## src/rtl/fft_result_serializer.sv

```systemverilog
// Shadow-buffers one FFT result frame on i_capture and streams it byte by byte
// into a UART transmitter over a start/done handshake.
module fft_result_serializer #(
    parameter int POINTS      = 32,
    parameter int WORD_SIZE   = 16,
    parameter int DATA_LENGTH = 8,
    parameter int SEND_IM     = 0,
    parameter int MSB_FIRST   = 0,
    parameter int HEADER_EN   = 1,
    parameter logic [DATA_LENGTH-1:0] HEADER_BYTE = 8'hA5
) (
    input  logic                          i_clk,
    input  logic                          i_rst,
    input  logic                          i_capture,
    input  logic [POINTS*WORD_SIZE-1:0]   i_re_flat,
    input  logic [POINTS*WORD_SIZE-1:0]   i_im_flat,
    input  logic                          i_abort,
    input  logic                          i_tx_done,
    output logic                          o_tx_start,
    output logic [DATA_LENGTH-1:0]        o_tx_byte,
    output logic                          o_busy,
    output logic                          o_frame_done,
    output logic                          o_overrun,
    output logic [1:0]                    dbg_state
);

    // Handshake: o_tx_start is a one-cycle request carrying o_tx_byte; the
    // transmitter answers with a one-cycle i_tx_done, honoured only in WAIT.
    localparam int BPW    = (WORD_SIZE + DATA_LENGTH - 1) / DATA_LENGTH;
    localparam int COMP   = 1 + SEND_IM;
    localparam int NBYTES = HEADER_EN + POINTS * COMP * BPW;
    localparam int IW     = (NBYTES > 1) ? $clog2(NBYTES) : 1;
    localparam int EW     = BPW * DATA_LENGTH;

    typedef enum logic [1:0] {
        S_IDLE = 2'd0,
        S_SEND = 2'd1,
        S_WAIT = 2'd2
    } state_t;

    state_t                        state;
    logic [IW-1:0]                 idx;
    logic [POINTS*WORD_SIZE-1:0]   re_buf;
    logic [POINTS*WORD_SIZE-1:0]   im_buf;

    logic [IW-1:0]                 nxt_idx;
    logic [DATA_LENGTH-1:0]        nxt_byte;
    logic [POINTS*WORD_SIZE-1:0]   re_src;
    logic [POINTS*WORD_SIZE-1:0]   im_src;
    logic signed [WORD_SIZE-1:0]   word_s;
    logic signed [EW-1:0]          word_ext;
    logic                          accept;
    logic                          last;
    int                            pos;
    int                            word_n;
    int                            bin;
    int                            sub;
    int                            lane;

    assign dbg_state = state;
    // The cycle o_frame_done is high still counts as part of the old frame.
    assign accept    = (state == S_IDLE) && !o_frame_done && i_capture;
    assign last      = (idx == IW'(NBYTES - 1));

    // Byte for the index entered on the next SEND; from IDLE the frame is
    // being latched this edge, so it is read straight off the input buses.
    always_comb begin
        nxt_idx  = (state == S_IDLE) ? '0 : idx + IW'(1);
        re_src   = (state == S_IDLE) ? i_re_flat : re_buf;
        im_src   = (state == S_IDLE) ? i_im_flat : im_buf;
        pos      = int'(nxt_idx) - HEADER_EN;
        word_n   = (pos < 0) ? 0 : pos / BPW;
        lane     = (pos < 0) ? 0 : pos % BPW;
        sub      = word_n % COMP;
        bin      = word_n / COMP;
        if (bin >= POINTS) bin = 0;
        if (MSB_FIRST != 0) lane = BPW - 1 - lane;
        word_s   = (sub != 0) ? im_src[bin*WORD_SIZE +: WORD_SIZE]
                              : re_src[bin*WORD_SIZE +: WORD_SIZE];
        word_ext = EW'(word_s);
        nxt_byte = word_ext[lane*DATA_LENGTH +: DATA_LENGTH];
        if (HEADER_EN != 0 && nxt_idx == '0) nxt_byte = HEADER_BYTE;
    end

    always_ff @(posedge i_clk or negedge i_rst) begin
        if (!i_rst) begin
            state        <= S_IDLE;
            idx          <= '0;
            re_buf       <= '0;
            im_buf       <= '0;
            o_tx_start   <= 1'b0;
            o_tx_byte    <= '0;
            o_busy       <= 1'b0;
            o_frame_done <= 1'b0;
            o_overrun    <= 1'b0;
        end else begin
            o_frame_done <= 1'b0;
            o_tx_start   <= 1'b0;
            if (i_capture && !accept) o_overrun <= 1'b1;
            case (state)
                S_IDLE: begin
                    if (accept) begin
                        re_buf     <= i_re_flat;
                        im_buf     <= i_im_flat;
                        idx        <= '0;
                        o_tx_byte  <= nxt_byte;
                        o_tx_start <= 1'b1;
                        o_busy     <= 1'b1;
                        state      <= S_SEND;
                    end
                end
                S_SEND: begin
                    if (i_abort) begin
                        idx    <= '0;
                        o_busy <= 1'b0;
                        state  <= S_IDLE;
                    end else begin
                        state <= S_WAIT;
                    end
                end
                S_WAIT: begin
                    if (i_abort) begin
                        idx    <= '0;
                        o_busy <= 1'b0;
                        state  <= S_IDLE;
                    end else if (i_tx_done) begin
                        if (last) begin
                            idx          <= '0;
                            o_busy       <= 1'b0;
                            o_frame_done <= 1'b1;
                            state        <= S_IDLE;
                        end else begin
                            idx        <= nxt_idx;
                            o_tx_byte  <= nxt_byte;
                            o_tx_start <= 1'b1;
                            state      <= S_SEND;
                        end
                    end
                end
                default: begin
                    idx    <= '0;
                    o_busy <= 1'b0;
                    state  <= S_IDLE;
                end
            endcase
        end
    end

endmodule

```

## config.mk

```make
export PLATFORM = sky130hd
export DESIGN_NAME = fft_result_serializer
export DESIGN_NICKNAME = d
export VERILOG_FILES = /design/src/rtl/fft_result_serializer.sv
export SDC_FILE = /design/constraint.sdc
export NUM_CORES = 1
export LEC_CHECK = 0
export ABC_AREA = 1
export CAP_MARGIN = 5
export CORE_AREA = 10 10 398 400
export DETAILED_ROUTE_END_ITERATION = 6
export DIE_AREA = 0 0 408 410
export MAX_ROUTING_LAYER = met4
export SLEW_MARGIN = 20
export SYNTH_ARGS = -nofsm -noshare
export SYNTH_HDL_FRONTEND = slang
export SYNTH_SLANG_ARGS = --single-unit
```

## constraint.sdc

```tcl
create_clock -name i_clk -period 4.6 [get_ports i_clk]
set_input_delay 0.92 -clock i_clk [delete_from_list [all_inputs] [get_ports i_clk]]
set_output_delay 0.92 -clock i_clk [all_outputs]
set_load 0.005 [all_outputs]
```

* After elaboration in Yosys (flattened, before gate mapping)
Cells that the tools add are included.
Word-level totals: register bits 533, input bits 1029
Operators by class: shift-type cells 2, eq/ne operators 10, mux-type cells 38, magnitude comparators 2, reductions and logical operators 13, add/sub/neg operators 3, bitwise operators 1
Operators with widths (number):
- $mux 512 | 1
- $shiftx 512x32->16 | 1
- $mux 7 | 6
- $mux 8 | 5
- $add 32x1->32 | 1
- $ge 32x7->1 const B | 1
- $mux 32 | 1
- $shiftx 16x32->8 | 1
- $mux 29 | 1
- $mux 28 | 1
- $pmux 7 s3 | 1
- $pmux 8 s2 | 1
- $mux 1 | 14
- $ne 2x2->1 const B | 5
- $lt 8x1->1 const B | 1
- $mux 2 | 4
- $sub 7x1->8 const B | 1
- $add 7x1->7 const B | 1
- $eq 7x7->1 const B | 1
- $logic_not 7->1 | 1
- $ne 3x3->1 const B | 2
- $pmux 2 s3 | 1
- $reduce_and 5->1 | 1
- $reduce_and 2->1 | 2
- other kinds (11) | 14

* Logic depth before layout (Yosys ltp)
Gate-level depths: netlist of the first run.
word-level depth 15, gate-level depth with buffers 32, mapped depth without buffers 29

* Worst setup path before layout of the first run
OpenSTA, ideal clock, no wires.
path kind reg-to-reg, start register state[0], in the netlist dbg_state[0], end register o_tx_byte[3], cell stages (with the launch flop) 32, setup slack 858 ps, arrival time 3622 ps, data required time 4480 ps, cells stage by stage dfrtp_1 -> inv_1 -> nand2_2 -> buf_4 -> inv_2 -> buf_2 -> clkbuf_1 -> buf_2 -> nor2_1 -> inv_1 -> ha_1 -> inv_1 -> ha_1 -> inv_1 -> nor2_1 -> nand2_1 -> nor2_1 -> nand2_1 -> nor2_1 -> nand2_1 -> nand2_2 -> nand2_2 -> buf_4 -> buf_4 -> nand2_1 -> nand3_1 -> nand3_1 -> nand3_1 -> nand3_1 -> nand3_1 -> nand3_1 -> nand2_1
Between the ends: cells in the longest elaborated chain, start to end 15, elaborated cells between the ends (all ways) 29, those cells by class add/sub: 2; order compare: 2; eq/ne: 5; shift: 2; mux: 11; bitwise: 1; reduce/logical: 6
Ends and longest elaborated chain:
- from (decl) | line 41 | state_t state;
- from (signal assigned) | line 87 | state <= S_IDLE;
- from (signal assigned) | line 109 | state <= S_SEND;
- from (signal assigned) | line 116 | state <= S_IDLE;
- $logic_not 2->1
- $mux 7 | line 68 | nxt_idx = (state == S_IDLE) ? '0 : idx + IW'(1);
- $sub 7x1->8 | line 71 | pos = int'(nxt_idx) - HEADER_EN;
- $and 1x1->1 (no source line)
- $add 32x1->32 (no source line)
- $mux 32 | line 72 | word_n = (pos < 0) ? 0 : pos / BPW;
- $ge 32x7->1 | line 76 | if (bin >= POINTS) bin = 0;
- $mux 28 | line 76
- $shiftx 512x32->16 | line 79 | : re_src[bin*WORD_SIZE +: WORD_SIZE];
- $shiftx 16x32->8 | line 81 | nxt_byte = word_ext[lane*DATA_LENGTH +: DATA_LENGTH];
- $mux 8 | line 82 | if (HEADER_EN != 0 && nxt_idx == '0) nxt_byte = HEADER_BYTE;
- $mux 8 | line 127 | if (last) begin
- $mux 8 | line 126 | end else if (i_tx_done) begin
- $mux 8 | line 122 | if (i_abort) begin
- $pmux 8 s2 | line 100 | case (state)
- to (signal assigned) | line 106 | o_tx_byte <= nxt_byte;
- to (signal assigned) | line 134 | o_tx_byte <= nxt_byte;
- to (decl) | line 20 | output logic [DATA_LENGTH-1:0] o_tx_byte,
Parallel ways exist; a longest one is shown, timed or not. The select of a mux whose other input is x is not followed. A chain may end at the register's enable or synchronous reset.

* Final worst setup path of the first run
start register idx[0], end register o_tx_byte[5]
Between the ends: cells in the longest elaborated chain, start to end 15, elaborated cells between the ends (all ways) 22, those cells by class add/sub: 3; order compare: 2; eq/ne: 2; shift: 2; mux: 10; bitwise: 1; reduce/logical: 2
Ends and longest elaborated chain:
- from (decl) | line 42 | logic [IW-1:0] idx;
- from (signal assigned) | line 133 | idx <= nxt_idx;
- $add 7x1->7 | line 68
- $mux 7 | line 68
- $sub 7x1->8 | line 71
- $and 1x1->1 (no source line)
- $add 32x1->32 (no source line)
- $mux 32 | line 72
- $ge 32x7->1 | line 76
- $mux 28 | line 76
- $shiftx 512x32->16 | line 79
- $shiftx 16x32->8 | line 81
- $mux 8 | line 82
- $mux 8 | line 127
- $mux 8 | line 126
- $mux 8 | line 122
- $pmux 8 s2 | line 100
Parallel ways exist; a longest one is shown, timed or not. The select of a mux whose other input is x is not followed.

==> results of run 1 <==
-- cell type report --
| cell class | instances | share of cell area, % |
|---|---|---|
| Antenna cell | 46 | 0.271 |
| Clock buffer | 101 | 4.94 |
| Clock inverter | 26 | 0.795 |
| Inverter | 550 | 4.91 |
| Multi-Input combinational cell | 3192 | 34.9 |
| Sequential cell | 533 | 31.4 |
| Tap cell | 2030 | 5.98 |
| Timing Repair Buffer | 678 | 16.8 |
-- path summary, 6_finish.rpt --
path / from / end / slack (ns)
worst min-delay path: i_rst / re_buf[45] / 0.23
worst max-delay path: idx[0] / o_tx_byte[5] / 0.31
worst max register to register: idx[0] / o_tx_byte[5] / 0.31
max in group asynchronous: i_rst / re_buf[377] / 3.24
worst min register to register: o_busy / o_busy / 0.48
min in group i_clk: o_busy / o_busy / 0.48
-- cell usage after synthesis (8+ instances only) --
cell	number	area, um^2
sky130_fd_sc_hd__buf_1	19	71.3
sky130_fd_sc_hd__nand2_1	1025	3850
sky130_fd_sc_hd__inv_1	539	2020
sky130_fd_sc_hd__clkbuf_1	225	845
sky130_fd_sc_hd__buf_2	72	360
sky130_fd_sc_hd__o21ai_0	606	3030
sky130_fd_sc_hd__buf_6	9	101
sky130_fd_sc_hd__nor2_1	435	1630
sky130_fd_sc_hd__dfrtp_1	533	13300
sky130_fd_sc_hd__buf_4	23	173
sky130_fd_sc_hd__inv_2	8	30.0
sky130_fd_sc_hd__nand3_1	653	3270
sky130_fd_sc_hd__a21oi_1	425	2130
-- stage by stage --
step | worst slack, ns | cells | hold WS [ns] | setup TNS [ns]
after CTS | 0.00193 | 7083 | 0.227 | 0
final | 0.311 | 7156 | 0.228 | 0
after detailed placement | -0.122 | 6956 | 0.466 | -0.346
after global placement | -0.127 | 6956 | 0.464 | -0.392
after floorplan | 0.858 | 4620 | 0.453 | 0
after global routing | -0.0251 | 7152 | 0.245 | -0.0873
-- logic make-up after synthesis --
kind of cell	synth area share (%)
DFF	42.7
adders and majority gates	0.240
buffers and inverters	11.6
xor gates and xnor gates	0.0281
and+or+nand+nor	28.5
AOI/OAI and AO/OA	16.9
-- flip-flops by register name, summed over array words and instances, names as in the netlist --
signal	flops
re_buf	512
o_tx_start	1
idx	7
o_overrun	1
o_tx_byte	8
o_busy	1
o_frame_done	1
dbg_state	2
-- what timing repair did --
action | 4_1_cts | 5_1_grt
setup endpoints to repair | 6 | 8
gates cloned | 0 | 11
hold endpoints to repair | 0 | 0
gates resized for setup | 8 | 97
setup buffers | 0 | 16
pin swaps | 0 | 4
-- power groups by stage --
stage | combinational [mW] | sequential (mW) | clock [mW]
after global placement | 8.93 | 6.30 | 0
final | 9.60 | 6.27 | 5.81
after floorplan | 5.10 | 6.25 | 0
after detailed placement | 9.04 | 6.34 | 0
after global routing | 10.6 | 6.38 | 6.12
after CTS | 9.10 | 6.26 | 5.94
-- worst register-to-register path, delay by kind of cell (launching register included) --
kind / cells / cell delay (ns)
buffers and inverters: 5 / 0.48
AND/OR/NAND/NOR: 17 / 2.24
adder cells (fa/ha/maj): 2 / 0.49
AO/OA/AOI/OAI: 3 / 0.60
flip-flops: 1 / 0.38
-- routing by layer --
metal	global-route usage (%)	share of wire, %	vias up
met5	-	0	-
met4	4.54	2.6	0
met3	4.95	9.3	162
met2	24.1	43	1210
met1	22.7	45	15000
li1	-	-	15700
==> flow_metrics.env, run 1 <==
export IMPL_run_status="finished clean"
export IMPL_ys_warnings_count=0
export IMPL_cellInternalPower_mw=12.5
export IMPL_comb_power_share_pct=44.3
export IMPL_overflow=0
export IMPL_power_mw=21.7
export IMPL_mostFrequentLayoutCell="sky130_fd_sc_hd__nand2_1"
export IMPL_dp_final_hpwl_um=106000
export IMPL_worst_pin_slew_ns=0.923
export IMPL_layout_min_cycle_time_ns=4.29
export IMPL_yosys_cell_types_count=30
export IMPL_cts_num_sinks=533
export IMPL_cts_tree="yes"
export IMPL_power_ir_vdd_worst_v=0.000260
export IMPL_detail_route_antenna_nets=0
export IMPL_synth_edf_count=0
export IMPL_fin_util_pct=28.2
export IMPL_fin_worst_skew_ns=0.0361
export IMPL_critPathMaxFanout=6
export IMPL_fp_coreArea_mm2=0.151
export IMPL_cts_htree_levels=3
export IMPL_cp_data_required_time_ns=5.20
export IMPL_first_iter_violations=3179
export IMPL_placed_area_mm2=0.0390
export IMPL_seqPwrFrac_pct=28.9
export IMPL_async_flop_share_pct=100
export IMPL_share_clk_of_total_power_pct=26.8
export IMPL_grt_start_max_net_pins=225
export IMPL_most_common_layout_cells="sky130_fd_sc_hd__nand2_1 (1018), sky130_fd_sc_hd__o21ai_0 (605), sky130_fd_sc_hd__nand3_1 (584)"
export IMPL_post_synth_cell_area_avg_um2=6.76
export IMPL_final_nets=6061
export IMPL_die_width_um=408
export IMPL_post_route_drc_count=0
export IMPL_placement_io_buffers=530
export IMPL_finalHoldViolations=0
export IMPL_detail_routed_net_length_per_standard_cell_um=20.3
export IMPL_critPathMaxStageDelay_ns=0.38
export IMPL_final_min_period_over_clock_period_pct=93.2
export IMPL_drive_above_1_share_pct=7.30
export IMPL_clock_latency_reported_for_the_late_side_of_the_worst_skew_pair_ns=0.69
export IMPL_syn_num_nets=5655
export IMPL_wl_um=145000
export IMPL_critPathKind="reg -> reg"
export IMPL_cts_hold_buf=0
export IMPL_power_switching_share_pct=42.5
export IMPL_via_count=32100
export IMPL_syn2layout_area_growth_pct=36.2
export IMPL_critical_path_n_buffers_inverters=5
export IMPL_max_cap_viol_count=0
export IMPL_worst_slew_margin_rel_pct=38.5
export IMPL_cellPowerDensity_mw_per_mm2=510
export IMPL_post_route_cell_area_mm2=0.0425
export IMPL_netSwitchingPower_mw=9.21
export IMPL_detailedRoute_firstPassIterationCount=5
export IMPL_ys_flop_type="sky130_fd_sc_hd__dfrtp_1"
export IMPL_setup_violations_final=0
export IMPL_maxClockFrequency_mhz=233
export IMPL_crit_path_depth=27
export IMPL_r2r_worst_path_cells=27
export IMPL_syn_cell_area_mm2=0.0312
export IMPL_layout_area_seq_mm2=0.0133
export IMPL_place_congestion=0.875
export IMPL_cts_root_to_sink_buffers=3
export IMPL_initial_core_util_pct=20.7
export IMPL_number_of_antenna_violations_at_the_first_check_in_global_routing=56
export IMPL_slew_violations=0
export IMPL_die_area_mm2=0.167
export IMPL_ys_seq_area_share_pct=42.7
export IMPL_grt_first_pass_wirelength_um=204000
export IMPL_layout_filler_cells=16400
export IMPL_power_leakage_nw=19.9
export IMPL_gr_usage_all_layers_pct=16.8
export IMPL_detail_route_vias_per_cell=4.49
export IMPL_timing_critical_path_to_type="flip-flop"
export IMPL_syn_instance_count=4620
export IMPL_ys_seq_elements=533
export IMPL_cts_reportedPaths_clkPinSlew_ns=0.06
export IMPL_number_of_global_route_vias_before_repair=29800
export IMPL_cp_arrival_ns=4.89
export IMPL_clock_root_buffer="sky130_fd_sc_hd__clkbuf_16"
export IMPL_type_of_the_most_critical_hold_path="in -> async"
export IMPL_top_family_by_delay_on_critical_path="simple AND/OR/NAND/NOR gates"
export IMPL_cts_made_buffers=71
export IMPL_fp_row_count=143
export IMPL_design_portCount=1043
export IMPL_critPathLaunchType="flip-flop"
export IMPL_crit_slowest_cell="sky130_fd_sc_hd__dfrtp_1"
export IMPL_multiInputGateArea_mm2=0.0148
export IMPL_vertical_die_dimension_um=410
Power figures use the tool's default switching activity.
==> run 2, diff against run 1 <==
--- a/config.mk
+++ b/config.mk
@@ -8,6 +8,7 @@
 export ABC_AREA = 1
 export CAP_MARGIN = 5
 export CORE_AREA = 10 10 398 400
+export CTS_CLUSTER_DIAMETER = 30
 export DETAILED_ROUTE_END_ITERATION = 6
 export DIE_AREA = 0 0 408 410
 export MAX_ROUTING_LAYER = met4
==> run 2 against run 1 <==
Compared with the run above: critical path depth is 2 higher; register-to-register slack about the same; non-clock buffer count fell by 3; sequential share of layout area is 2.5 points lower; sequential power about the same; sequential cell count unchanged; design area up 8.7%.
==> flow_metrics.env, run 2 (synthesis results as in run 1) <==
export IMPL_power_mw=28.3
export IMPL_timing_critical_path_to_type="flip-flop"
export IMPL_slew_violations=0
export IMPL_detailedRoute_firstPassIterationCount=6
export IMPL_wl_um=148000
export IMPL_die_width_um=408
export IMPL_cp_arrival_ns=4.89
export IMPL_worst_pin_slew_ns=0.990
export IMPL_drive_above_1_share_pct=10.3
export IMPL_grt_start_max_net_pins=225
export IMPL_fp_row_count=143
export IMPL_clock_root_buffer="sky130_fd_sc_hd__clkbuf_16"
export IMPL_cts_tree="yes"
export IMPL_final_ws_setup_ns=0.319
export IMPL_ff2ff_setup_slack_ns=0.32
export IMPL_most_common_layout_cells="sky130_fd_sc_hd__nand2_1 (1018), sky130_fd_sc_hd__o21ai_0 (605), sky130_fd_sc_hd__nand3_1 (569)"
export IMPL_mostFrequentLayoutCell="sky130_fd_sc_hd__nand2_1"
export IMPL_maxClockFrequency_mhz=234
export IMPL_critPathLaunchType="flip-flop"
export IMPL_critPathMostFrequentCell="sky130_fd_sc_hd__nand2_1"
export IMPL_clock_latency_reported_for_the_late_side_of_the_worst_skew_pair_ns=0.79
export IMPL_detail_route_antenna_nets=0
export IMPL_critPathKind="reg -> reg"
export IMPL_place_congestion=0.875
export IMPL_critical_path_reg2reg_endpoint="o_tx_byte[5]"
export IMPL_worst_slew_margin_rel_pct=34.0
export IMPL_finalHoldViolations=0
export IMPL_worst_setup_slack_after_placement_ns=-0.122
export IMPL_cts_root_to_sink_buffers=3
export IMPL_cts_htree_levels=4
export IMPL_syn2layout_area_growth_pct=48.1
export IMPL_detail_route_vias_per_cell=4.50
export IMPL_cts_num_sinks=533
export IMPL_critPathMaxFanout=9
export IMPL_setup_violations_final=0
export IMPL_post_route_drc_count=0
export IMPL_dp_final_hpwl_um=106000
export IMPL_cp_data_required_time_ns=5.21
export IMPL_r2r_worst_path_cells=29
export IMPL_top_register="re_buf"
export IMPL_number_of_antenna_violations_at_the_first_check_in_global_routing=51
export IMPL_cellPowerDensity_mw_per_mm2=612
export IMPL_fp_coreArea_mm2=0.151
export IMPL_die_area_mm2=0.167
export IMPL_fin_worst_skew_ns=0.0578
export IMPL_cts_reportedPaths_clkPinSlew_ns=0.04
export IMPL_cts_made_buffers=164
export IMPL_critPathMaxStageDelay_ns=0.37
export IMPL_cts_hold_buf=0
export IMPL_crit_path_depth=29
export IMPL_rr_startpoint="idx[0]"
export IMPL_type_of_the_most_critical_hold_path="in -> async"
export IMPL_design_portCount=1043
export IMPL_final_nets=6150
export IMPL_initial_core_util_pct=20.7
export IMPL_largest_register_ff_count=512
export IMPL_timing_setup_tns_ns=0
export IMPL_layout_min_cycle_time_ns=4.28
export IMPL_detail_routed_net_length_per_standard_cell_um=20.2
export IMPL_gr_usage_all_layers_pct=17.1
export IMPL_power_ir_vdd_worst_v=0.000350
export IMPL_placement_io_buffers=530
export IMPL_first_iter_violations=3184
export IMPL_via_count=33000
export IMPL_top_family_by_delay_on_critical_path="simple AND/OR/NAND/NOR gates"
export IMPL_crit_slowest_cell="sky130_fd_sc_hd__dfrtp_1"
export IMPL_critical_path_n_buffers_inverters=6
export IMPL_grt_first_pass_wirelength_um=209000
export IMPL_final_min_period_over_clock_period_pct=93.1
export IMPL_max_cap_viol_count=0
export IMPL_power_leakage_nw=21.6
export IMPL_number_of_global_route_vias_before_repair=31200
export IMPL_overflow=0
export IMPL_fin_util_pct=30.6
export IMPL_layout_top_registers="re_buf: 512 flops, o_tx_byte: 8 flops, idx: 7 flops"
export IMPL_vertical_die_dimension_um=410
export IMPL_run_status="finished clean"
run 2: changes by cell type in the layout (fill, tap and decap cells not counted), moves of 9 or more:
cell,change
sky130_fd_sc_hd__clkbuf_16,+92
sky130_fd_sc_hd__bufinv_16,+26
sky130_fd_sc_hd__clkbuf_1,+20
sky130_fd_sc_hd__nand3_2,+17
sky130_fd_sc_hd__clkbuf_8,+15
sky130_fd_sc_hd__nand3_1,-15
sky130_fd_sc_hd__clkinvlp_4,+11
sky130_fd_sc_hd__clkinv_2,+9
run 2: how the worst max path moves through the flow:
stage | to | startpoint
finish | o_tx_byte[5] | idx[0]
global route | o_tx_byte[3] | idx[0]
CTS | o_tx_byte[0] | idx[0]
detailed placement | o_tx_byte[5] | idx[0]
global placement | o_tx_byte[5] | idx[0]
floorplan | o_tx_byte[3] | dbg_state[0]
run 2: power breakdown:
part	switching [mW]	internal (mW)	leakage, nW
Clock	3.61	8.73	2.95
Sequential	0.388	5.90	6.00
Combinational	6.45	3.19	12.7
run 2: cell type report:
type,count,area [um^2]
clock buffer,228,4680
antenna,43,108
multi-input combinational,3191,14900
sequential,533,13300
inverter,550,2090
timing repair buffer,675,7130
fill,16000,105000
tap,2030,2540
clock inverter,78,1450
run 2: through the flow:
step | hold slack, ns | area, um^2 | std cells
after floorplan | 0.453 | 31200 | 4620
after global placement | 0.464 | 39000 | 6956
after detailed placement | 0.466 | 39000 | 6956
after CTS | 0.120 | 45200 | 7265
after global routing | 0.171 | 46200 | 7326
final | 0.146 | 46200 | 7328
run 2: timing repair:
item                                   in CTS  in global routing
pin swaps                                   0                  7
buffers inserted                            3                 10
endpoints found under the hold margin       0                  0
setup endpoints to repair                   7                  8
cloned                                      0                 10
gates resized for setup                     8                116
run 2: worst register-to-register path, delay by kind of cell, from the launching register on:
kind            cells  cell delay, ns
compound gates      2            0.23
fa+ha+maj           2            0.50
simple gates       19            2.37
flops               1            0.37
buf+inv             6            0.62
run 2: metal layers:
layer	track usage [%]	vias to the layer above	part of all wire, %	routed length [um]
li1	-	15900	-	-
met1	22.7	15400	45	67100
met2	24.3	1421	42	62400
met3	5.30	243	9.1	13500
met4	5.94	0	3.4	5060
met5	-	-	0	0
